$ cat src/rtl/piso_frame_scheduler.sv
// Round-robin scheduler and serial framer: grants one pending channel at a time
// and shifts out START, channel ID (LSB-first), data word (LSB-first), STOP.
module piso_frame_scheduler #(
  parameter  int N_CH   = 4,
  parameter  int DATA_W = 12,
  localparam int CH_W   = $clog2(N_CH)
) (
  input  logic                     clk,
  input  logic                     rst_n,
  input  logic                     en,
  input  logic [N_CH-1:0]          req,
  input  logic [N_CH*DATA_W-1:0]   data,
  output logic [N_CH-1:0]          ack,
  output logic                     serial_out,
  output logic                     frame_active,
  output logic [CH_W-1:0]          sel
);

  localparam int SH_W    = CH_W + DATA_W;
  localparam int CNT_MAX = (DATA_W > CH_W) ? DATA_W : CH_W;
  localparam int CNT_W   = $clog2(CNT_MAX);

  typedef enum logic [2:0] {S_IDLE, S_START, S_ID, S_DATA, S_STOP} state_t;

  state_t             r_state;
  logic [CNT_W-1:0]   r_cnt;
  logic [SH_W-1:0]    r_shift;
  logic [CH_W-1:0]    r_ptr;
  logic [CH_W-1:0]    r_sel;
  logic [N_CH-1:0]    r_ack;
  logic               r_serial;
  logic               r_active;

  state_t             w_stateNext;
  logic [CNT_W-1:0]   w_cntNext;
  logic [SH_W-1:0]    w_shiftNext;
  logic [CH_W-1:0]    w_ptrNext;
  logic [CH_W-1:0]    w_selNext;
  logic [N_CH-1:0]    w_ackNext;
  logic               w_serialNext;
  logic               w_activeNext;
  logic               w_found;
  logic               w_grant;
  logic [CH_W-1:0]    w_grantIdx;

  // Search upward from the rotating pointer; only IDLE and STOP may grant.
  always_comb begin
    int idx;
    idx        = 0;
    w_found    = 1'b0;
    w_grantIdx = '0;
    for (int i = 0; i < N_CH; i++) begin
      idx = int'(r_ptr) + i;
      if (idx >= N_CH) idx = idx - N_CH;
      if (!w_found && req[idx[CH_W-1:0]]) begin
        w_found    = 1'b1;
        w_grantIdx = idx[CH_W-1:0];
      end
    end
    w_grant = w_found && en && ((r_state == S_IDLE) || (r_state == S_STOP));
  end

  always_ff @(posedge clk or negedge rst_n) begin
    if (!rst_n) begin
      r_state  <= S_IDLE;
      r_cnt    <= '0;
      r_shift  <= '0;
      r_ptr    <= '0;
      r_sel    <= '0;
      r_ack    <= '0;
      r_serial <= 1'b0;
      r_active <= 1'b0;
    end else begin
      r_state  <= w_stateNext;
      r_cnt    <= w_cntNext;
      r_shift  <= w_shiftNext;
      r_ptr    <= w_ptrNext;
      r_sel    <= w_selNext;
      r_ack    <= w_ackNext;
      r_serial <= w_serialNext;
      r_active <= w_activeNext;
    end
  end

  always_comb begin
    w_stateNext = r_state;
    w_cntNext   = r_cnt;
    case (r_state)
      S_IDLE: begin
        if (w_grant) begin
          w_stateNext = S_START;
          w_cntNext   = '0;
        end
      end
      S_START: begin
        w_stateNext = S_ID;
        w_cntNext   = '0;
      end
      S_ID: begin
        if (r_cnt == CNT_W'(CH_W - 1)) begin
          w_stateNext = S_DATA;
          w_cntNext   = '0;
        end else begin
          w_cntNext = r_cnt + 1'b1;
        end
      end
      S_DATA: begin
        if (r_cnt == CNT_W'(DATA_W - 1)) begin
          w_stateNext = S_STOP;
          w_cntNext   = '0;
        end else begin
          w_cntNext = r_cnt + 1'b1;
        end
      end
      S_STOP: begin
        w_stateNext = w_grant ? S_START : S_IDLE;
        w_cntNext   = '0;
      end
      default: begin
        w_stateNext = S_IDLE;
        w_cntNext   = '0;
      end
    endcase
  end

  // Outputs are computed for the upcoming state so they appear registered in that state's cycle.
  always_comb begin
    w_serialNext = 1'b0;
    w_activeNext = (w_stateNext != S_IDLE);
    w_ackNext    = '0;
    w_selNext    = r_sel;
    w_ptrNext    = r_ptr;
    w_shiftNext  = r_shift;
    if (w_grant) begin
      w_ackNext   = {{(N_CH-1){1'b0}}, 1'b1} << w_grantIdx;
      w_selNext   = w_grantIdx;
      w_ptrNext   = (w_grantIdx == CH_W'(N_CH - 1)) ? '0 : w_grantIdx + 1'b1;
      w_shiftNext = {data[int'(w_grantIdx)*DATA_W +: DATA_W], w_grantIdx};
    end
    case (w_stateNext)
      S_START: w_serialNext = 1'b1;
      S_ID, S_DATA: begin
        w_serialNext = r_shift[0];
        w_shiftNext  = r_shift >> 1;
      end
      default: w_serialNext = 1'b0;
    endcase
  end

  assign ack          = r_ack;
  assign serial_out   = r_serial;
  assign frame_active = r_active;
  assign sel          = r_sel;

endmodule

$ cat config.mk
export PLATFORM = sky130hd
export DESIGN_NAME = piso_frame_scheduler
export DESIGN_NICKNAME = d
export VERILOG_FILES = /design/src/rtl/piso_frame_scheduler.sv
export SDC_FILE = /design/constraint.sdc
export NUM_CORES = 1
export LEC_CHECK = 0
export CAP_MARGIN = 20
export CORE_AREA = 2 2 88 90
export DETAILED_ROUTE_END_ITERATION = 8
export DIE_AREA = 0 0 90 92
export GPL_ROUTABILITY_DRIVEN = 0
export PLACE_DENSITY = 0.55
export REMOVE_ABC_BUFFERS = 1
export SLEW_MARGIN = 20
export SYNTH_ARGS = -nofsm -noshare
export SYNTH_HDL_FRONTEND = slang
export SYNTH_SLANG_ARGS = --single-unit
$ cat constraint.sdc
create_clock -name clk -period 2.1 [get_ports clk]
set_input_delay 0.42 -clock clk [delete_from_list [all_inputs] [get_ports clk]]
set_output_delay 0.42 -clock clk [all_outputs]
set_load 0.02 [all_outputs]
Yosys cells after proc, flatten, opt, wreduce, memory -nomap -nowiden
Cells that the tools add are included.
{"block": "word_totals", "latch_bits": 0, "reg_bits": 31, "romBits": 0, "input_bits": 55, "wordCells": 86, "output_inout_bits": 8, "memories": 0, "ram_bits": 0}
{"block": "classes", "reduce_logical": 13, "magnitude_cmp": 8, "n_bitwise": 0, "addsub": 9, "div": 0, "shift": 2, "eq_ne": 11, "n_mul": 1, "muxes": 34}
{"op": "48-bit by 7-bit indexed part select with 12-bit output", "count": 1}
{"op": "14-bit 2-to-1 mux", "count": 2}
{"op": "2-bit 2-to-1 mux", "count": 9}
{"op": "4-bit 2-to-1 mux", "count": 4}
{"op": "3-bit one-hot mux with 5 select lines", "count": 1}
{"op": "3-bit by 2-bit equality test with 1-bit output, second input constant", "count": 4}
{"op": "2-bit by 3-bit < comparator with 1-bit output, second input constant", "count": 4}
{"op": "4-bit one-hot mux with 3 select lines", "count": 1}
{"op": "3-bit >= comparator, second input constant", "count": 3}
{"op": "1-bit 2-to-1 mux", "count": 9}
{"op": "3-bit 2-to-1 mux", "count": 3}
{"op": "1-bit binary-select mux with 2-bit select", "count": 4}
{"op": "2-bit by 1-bit subtractor with 2-bit output, second input constant", "count": 4}
{"op": "2-bit by 2-bit adder with 3-bit output, second input constant", "count": 2}
{"op": "3-bit by 1-bit equality test with 1-bit output, second input constant", "count": 2}
{"op": "1-bit logical AND", "count": 5}
{"op": "4-bit by 1-bit adder with 4-bit output, second input constant", "count": 1}
{"op": "4-bit by 1-bit equality test with 1-bit output, second input constant", "count": 1}
{"op": "4-bit equality test, second input constant", "count": 1}
{"op": "2-bit by 2-bit multiplier with 4-bit output, second input constant", "count": 1}
{"op": "1-bit by 2-bit << shifter with 4-bit output, first input constant", "count": 1}
{"op": "2-bit by 1-bit adder with 3-bit output, second input constant", "count": 1}
{"op": "3-bit equality test, second input constant", "count": 1}
{"op": "2-bit by 3-bit >= comparator with 1-bit output, second input constant", "count": 1}
{"op": "10 further kinds", "count": 12}

Logic depth before layout (Yosys ltp)
{"block": "logic_depth", "word_depth": 21, "depth_mapped": 8, "mapped_depth_nobuf": 7}

Worst setup path before layout
Ideal clock, no wire load.
{"block": "synth_timing", "path_kind": "register to register", "startpoint": "reg r_cnt[0]", "endpoint": "reg r_shift[12]", "t_required_ns": 1.968, "setup_time_ns": 0.132, "setup_slack_ns": 0.281, "n_path_buf": 1, "stages_incl_launch_ff": 8, "arrival_ns": 1.688, "synth_period_minus_slack_ns": 1.819, "path_cell_list": "dfrtp_1 > ha_1 > and4b_1 > a211o_1 > buf_6 > and3_1 > a21oi_1 > o221ai_2"}
{"block": "synth_via", "elab_chain_cells": 6, "word_cells_on_any_way": 10, "cone_classes": "eq/ne (4); mux (4); reduce/logical (2)"}
{"item": "start: declaration", "line": "26", "rtl": "logic [CNT_W-1:0] r_cnt;"}
{"item": "start signal: assignment", "line": "75", "rtl": "r_cnt <= w_cntNext;"}
{"item": "4-bit equality test / 4-bit by 1-bit equality test with 1-bit output (equally long branches)", "line": "108, 100"}
{"item": "3-bit 2-to-1 mux (on tied branches)", "line": "108, 100"}
{"item": "3-bit one-hot mux with 5 select lines *", "line": "88", "rtl": "case (r_state)"}
{"item": "3-bit by 2-bit equality test with 1-bit output", "line": "140", "rtl": "case (w_stateNext)"}
{"item": "2-bit OR reduction *", "line": "140"}
{"item": "14-bit 2-to-1 mux / 2-bit nonzero test (equally long branches)"}
{"item": "end signal: assignment", "line": "76", "rtl": "r_shift <= w_shiftNext;"}
{"item": "end: declaration", "line": "27", "rtl": "logic [SH_W-1:0] r_shift;"}
Mark *: on every way between the ends. The rest lies on a longest branch, timed or not.
A chain may end at the register's enable or synchronous reset.

Final worst setup path
{"block": "layout_timing", "startpoint": "in req[3]", "endpoint": "reg r_shift[2]"}
{"block": "layout_via", "elab_chain_cells": 19, "word_cells_on_any_way": 35, "cone_classes": "mul (1); eq/ne (2); shift (1); mux (21); reduce/logical (10)"}
{"item": "start: declaration", "line": "11", "rtl": "input logic [N_CH-1:0] req,"}
{"item": "branches (longest 19 deep; another with 1-bit binary-select mux with 2-bit select)"}
Several ways; the timed one is not identified. The select of a mux whose other input is x is not followed.

==> flow_summary_export.csv <==
group,metric,value,unit
synth,yosysSeqAreaShare,41.6,%
global_route,grt_first_pass_wirelength,7.12,mm
clock_network,cts_hold_buf,0,
drt,vias,1583,
worst_setup_path,required,2.25,ns
status,status,"completed",
sta,tns,0,ns
job,drv_cap,0,
synth,synth_top_cell_by_area,"dfrtp_1",
floorplanning,core_area,7450,um2
floorplanning,start_util,25.1,%
drt,first_pass_iters,6,
clock_network,clkSlewWorstSetupHoldPaths,0.07,ns
sta,post-route-min-period,1.93,ns
drt,highest_layer,"met4",
floorplanning,die_area,8280,um2
worst_setup_path,r2r-start,"r_cnt[0]",
worst_setup_path,r2r_end,"r_shift[5]",
sta,drv_slew,0,
drt,dr_wl_met3,242,um
clock_network,clock-root-buffer,"clkbuf_8",
worst_setup_path,slowest_stage,"clkdlybuf4s50_1",
finish,drive_above_1_share,13.4,%
power_and_ir_drop,power.density,853,nW/um2
clock_network,tritoncts,"yes",
hold_path,min_to,"sel[1]",
floorplanning,die-height,92,um
clock_network,htree_levels,2,
synth,ys.flop_type,"dfrtp_1",
hold_path,hold-path-cell-count,2,
drt,wl_met2,2.00,mm
synth,synth_cells,178,
worst_setup_path,r2r_slack,0.17,ns
sta,rsz0062_at_grt,"no",
finish,final_nets,314,
synth,yosys-top-cells-area,"dfrtp_1, mux2i_1, o221ai_1",
worst_setup_path,worstPathMaxFanout,19,
synth,ys_warn_count,0,
floorplanning,rows,32,
global_route,grt_overflow,0,
clock_network,clock_latency,0.28,ns
synth,synthesis.area,1870,um2
sta,finalHoldViolations,0,
place,io_buffers,62,
sta,relSlewSlack,73.4,%
hold_path,hold_path.class,"register to register",
sta,worstMarginPinSlew,0.400,ns
finish,n_antenna_cell,0,
drt,drc_errors,0,
synth,synth.top_cells.by_count,"dfrtp_1, mux2i_1, nand2_1",
synth,synth_cell_types,35,
clock_network,clock_path_buffers,2,
finish,final_util,37.0,%
worst_setup_path,critPathLaunchType,"input port",
sta,fmax,519,MHz
power_and_ir_drop,power,2.35,mW
drt,drt-initial-drc-count,52,
clock_network,clock-sinks,31,
sta,setup_viol,0,
global_route,grt_use_total,10.7,%
global_route,grt_pass1_vias,1466,
synth,synth_edf_count,0,
global_route,antenna_found_initial,0,
power_and_ir_drop,ir_drop,0.298,mV
synth,postSynthAreaPerCell,10.5,um2
worst_setup_path,crit_type,"input port to register",
hold_path,hold_path.startpoint,"sel[1]",
synth,synthArstFlopShare,100,%
sta,finalClockSkew,0.0118,ns
drt,routed_wl,4.35,mm
worst_setup_path,max_stage_delay,0.54,ns
global_route,grt_max_degree,32,
floorplanning,num_io_pins,63,
worst_setup_path,path_cells,"clkdlybuf4s50_1, mux2i_1, a211oi_4, buf_12, mux2i_1, o221ai_1",
synth,synth_top_cell_area_share,41.6,%
worst_setup_path,crit_path_end_kind,"register",
finish,area_growth,47.6,%
drt,via_per_inst,4.46,
worst_setup_path,cp-startpoint,"req[3]",
power_and_ir_drop,leakage,1.25,nW
synth,ys_seq_elements,31,
synth,yosysMostFrequentCell,"dfrtp_1",
floorplanning,chipWidth,90,um
drt,post_drt_wl_per_cell,12.2,um
place,dp_hpwl,3.19,mm
drt,route.layer.met1.wl,2.06,mm
worst_setup_path,critPathBufInv,2,
worst_setup_path,worstPathArrival,2.08,ns
worst_setup_path,reg2reg_depth,6,
worst_setup_path,crit_top_cell,"mux2i_1",
worst_setup_path,critPathTopFamily,"buffers and inverters",
clock_network,cts_buffers,5,
drt,antenna_left,0,
sta,min_period_over_period,91.8,%
==> cell usage in the layout (no fill, tap or decap), types with 3 or more instances in the layout <==
cell	netlist	routed
clkdlybuf4s50_1	0	62
dfrtp_1	31	30
mux2i_1	25	25
nand2_1	16	16
buf_4	2	15
a21oi_1	14	14
and3_1	11	11
o221ai_1	9	9
nor2_1	8	8
nand3_1	7	7
o21ai_0	7	7
ha_1	6	6
clkbuf_8	0	6
inv_1	5	4
and2_1	4	4
nand2b_1	3	3
==> cells by family after synthesis <==
kind of cell,share of synthesized area (%)
flops,41.6
fa+ha+maj,4.02
compound gates,16.2
simple gates,17.8
buf+inv,6.97
mux,13.4
==> power breakdown <==
group	internal (mW)	total (mW)	switching, mW
Clock	0.257	0.479	0.222
Sequential	0.744	0.879	0.135
Combinational	0.519	0.991	0.472
==> layout make-up <==
type                       instances  area, um2
clock buffer                       6       82.6
fill                             777       4690
inverter                           5       22.5
clock inverter                     1       5.00
timing repair buffer              78        753
tap                              102        128
sequential                        31        777
multi-input combinational        132        986
==> worst register-to-register path: stages (launching register included) <==
cell and delay, ns:
dfrtp_2 0.43, ha_1 0.25, and4b_1 0.22, a211o_4 0.40, and3_1 0.21, a21oi_1 0.17, o221ai_2 0.11
==> sequential cells by signal, summed over array words and instances, names as in the netlist <==
| signal | count |
|---|---|
| ack | 4 |
| frame_active | 1 |
| serial_out | 1 |
| r_ptr | 2 |
| r_state | 3 |
| r_shift | 14 |
| sel | 2 |
| r_cnt | 4 |
==> repair_timing <==
| action | CTS | global route |
|---|---|---|
| setup buffers | 3 | 0 |
| gates resized for setup | 2 | 3 |
| pin swaps | 0 | 2 |
| endpoints found under the setup margin | 3 | 12 |
| gates cloned | 0 | 0 |
==> how the worst max path moves through the flow <==
| stage | end | slack (ns) | cells past startpoint |
|---|---|---|---|
| after global routing | r_shift[10] | 0.002 | 6 |
| after floorplan | r_ptr[1] | -2.26 | 6 |
| after detailed placement | r_shift[3] | -0.20 | 8 |
| after CTS | r_shift[5] | 0.10 | 6 |
| final | r_shift[2] | 0.17 | 6 |
| after global placement | r_shift[3] | -0.16 | 8 |
==> per-stage QoR <==
step,hold WS [ns],instance area (um2),worst slack (ns),instances
after floorplan,0.124,1750,-2.26,168
after global placement,0.473,2630,-0.159,345
after detailed placement,0.481,2630,-0.196,345
after CTS,0.494,2740,0.101,355
after global routing,0.505,2750,0.00206,355
final,0.488,2750,0.173,355
==> metal layers <==
layer  global-route usage (%)  vias to the layer above
met3                     2.79                        4
met5                        0                        -
met4                     3.46                        0
met2                     17.2                       49
met1                     14.1                      727
li1                         -                      803
Power figures use the tool's default switching activity.
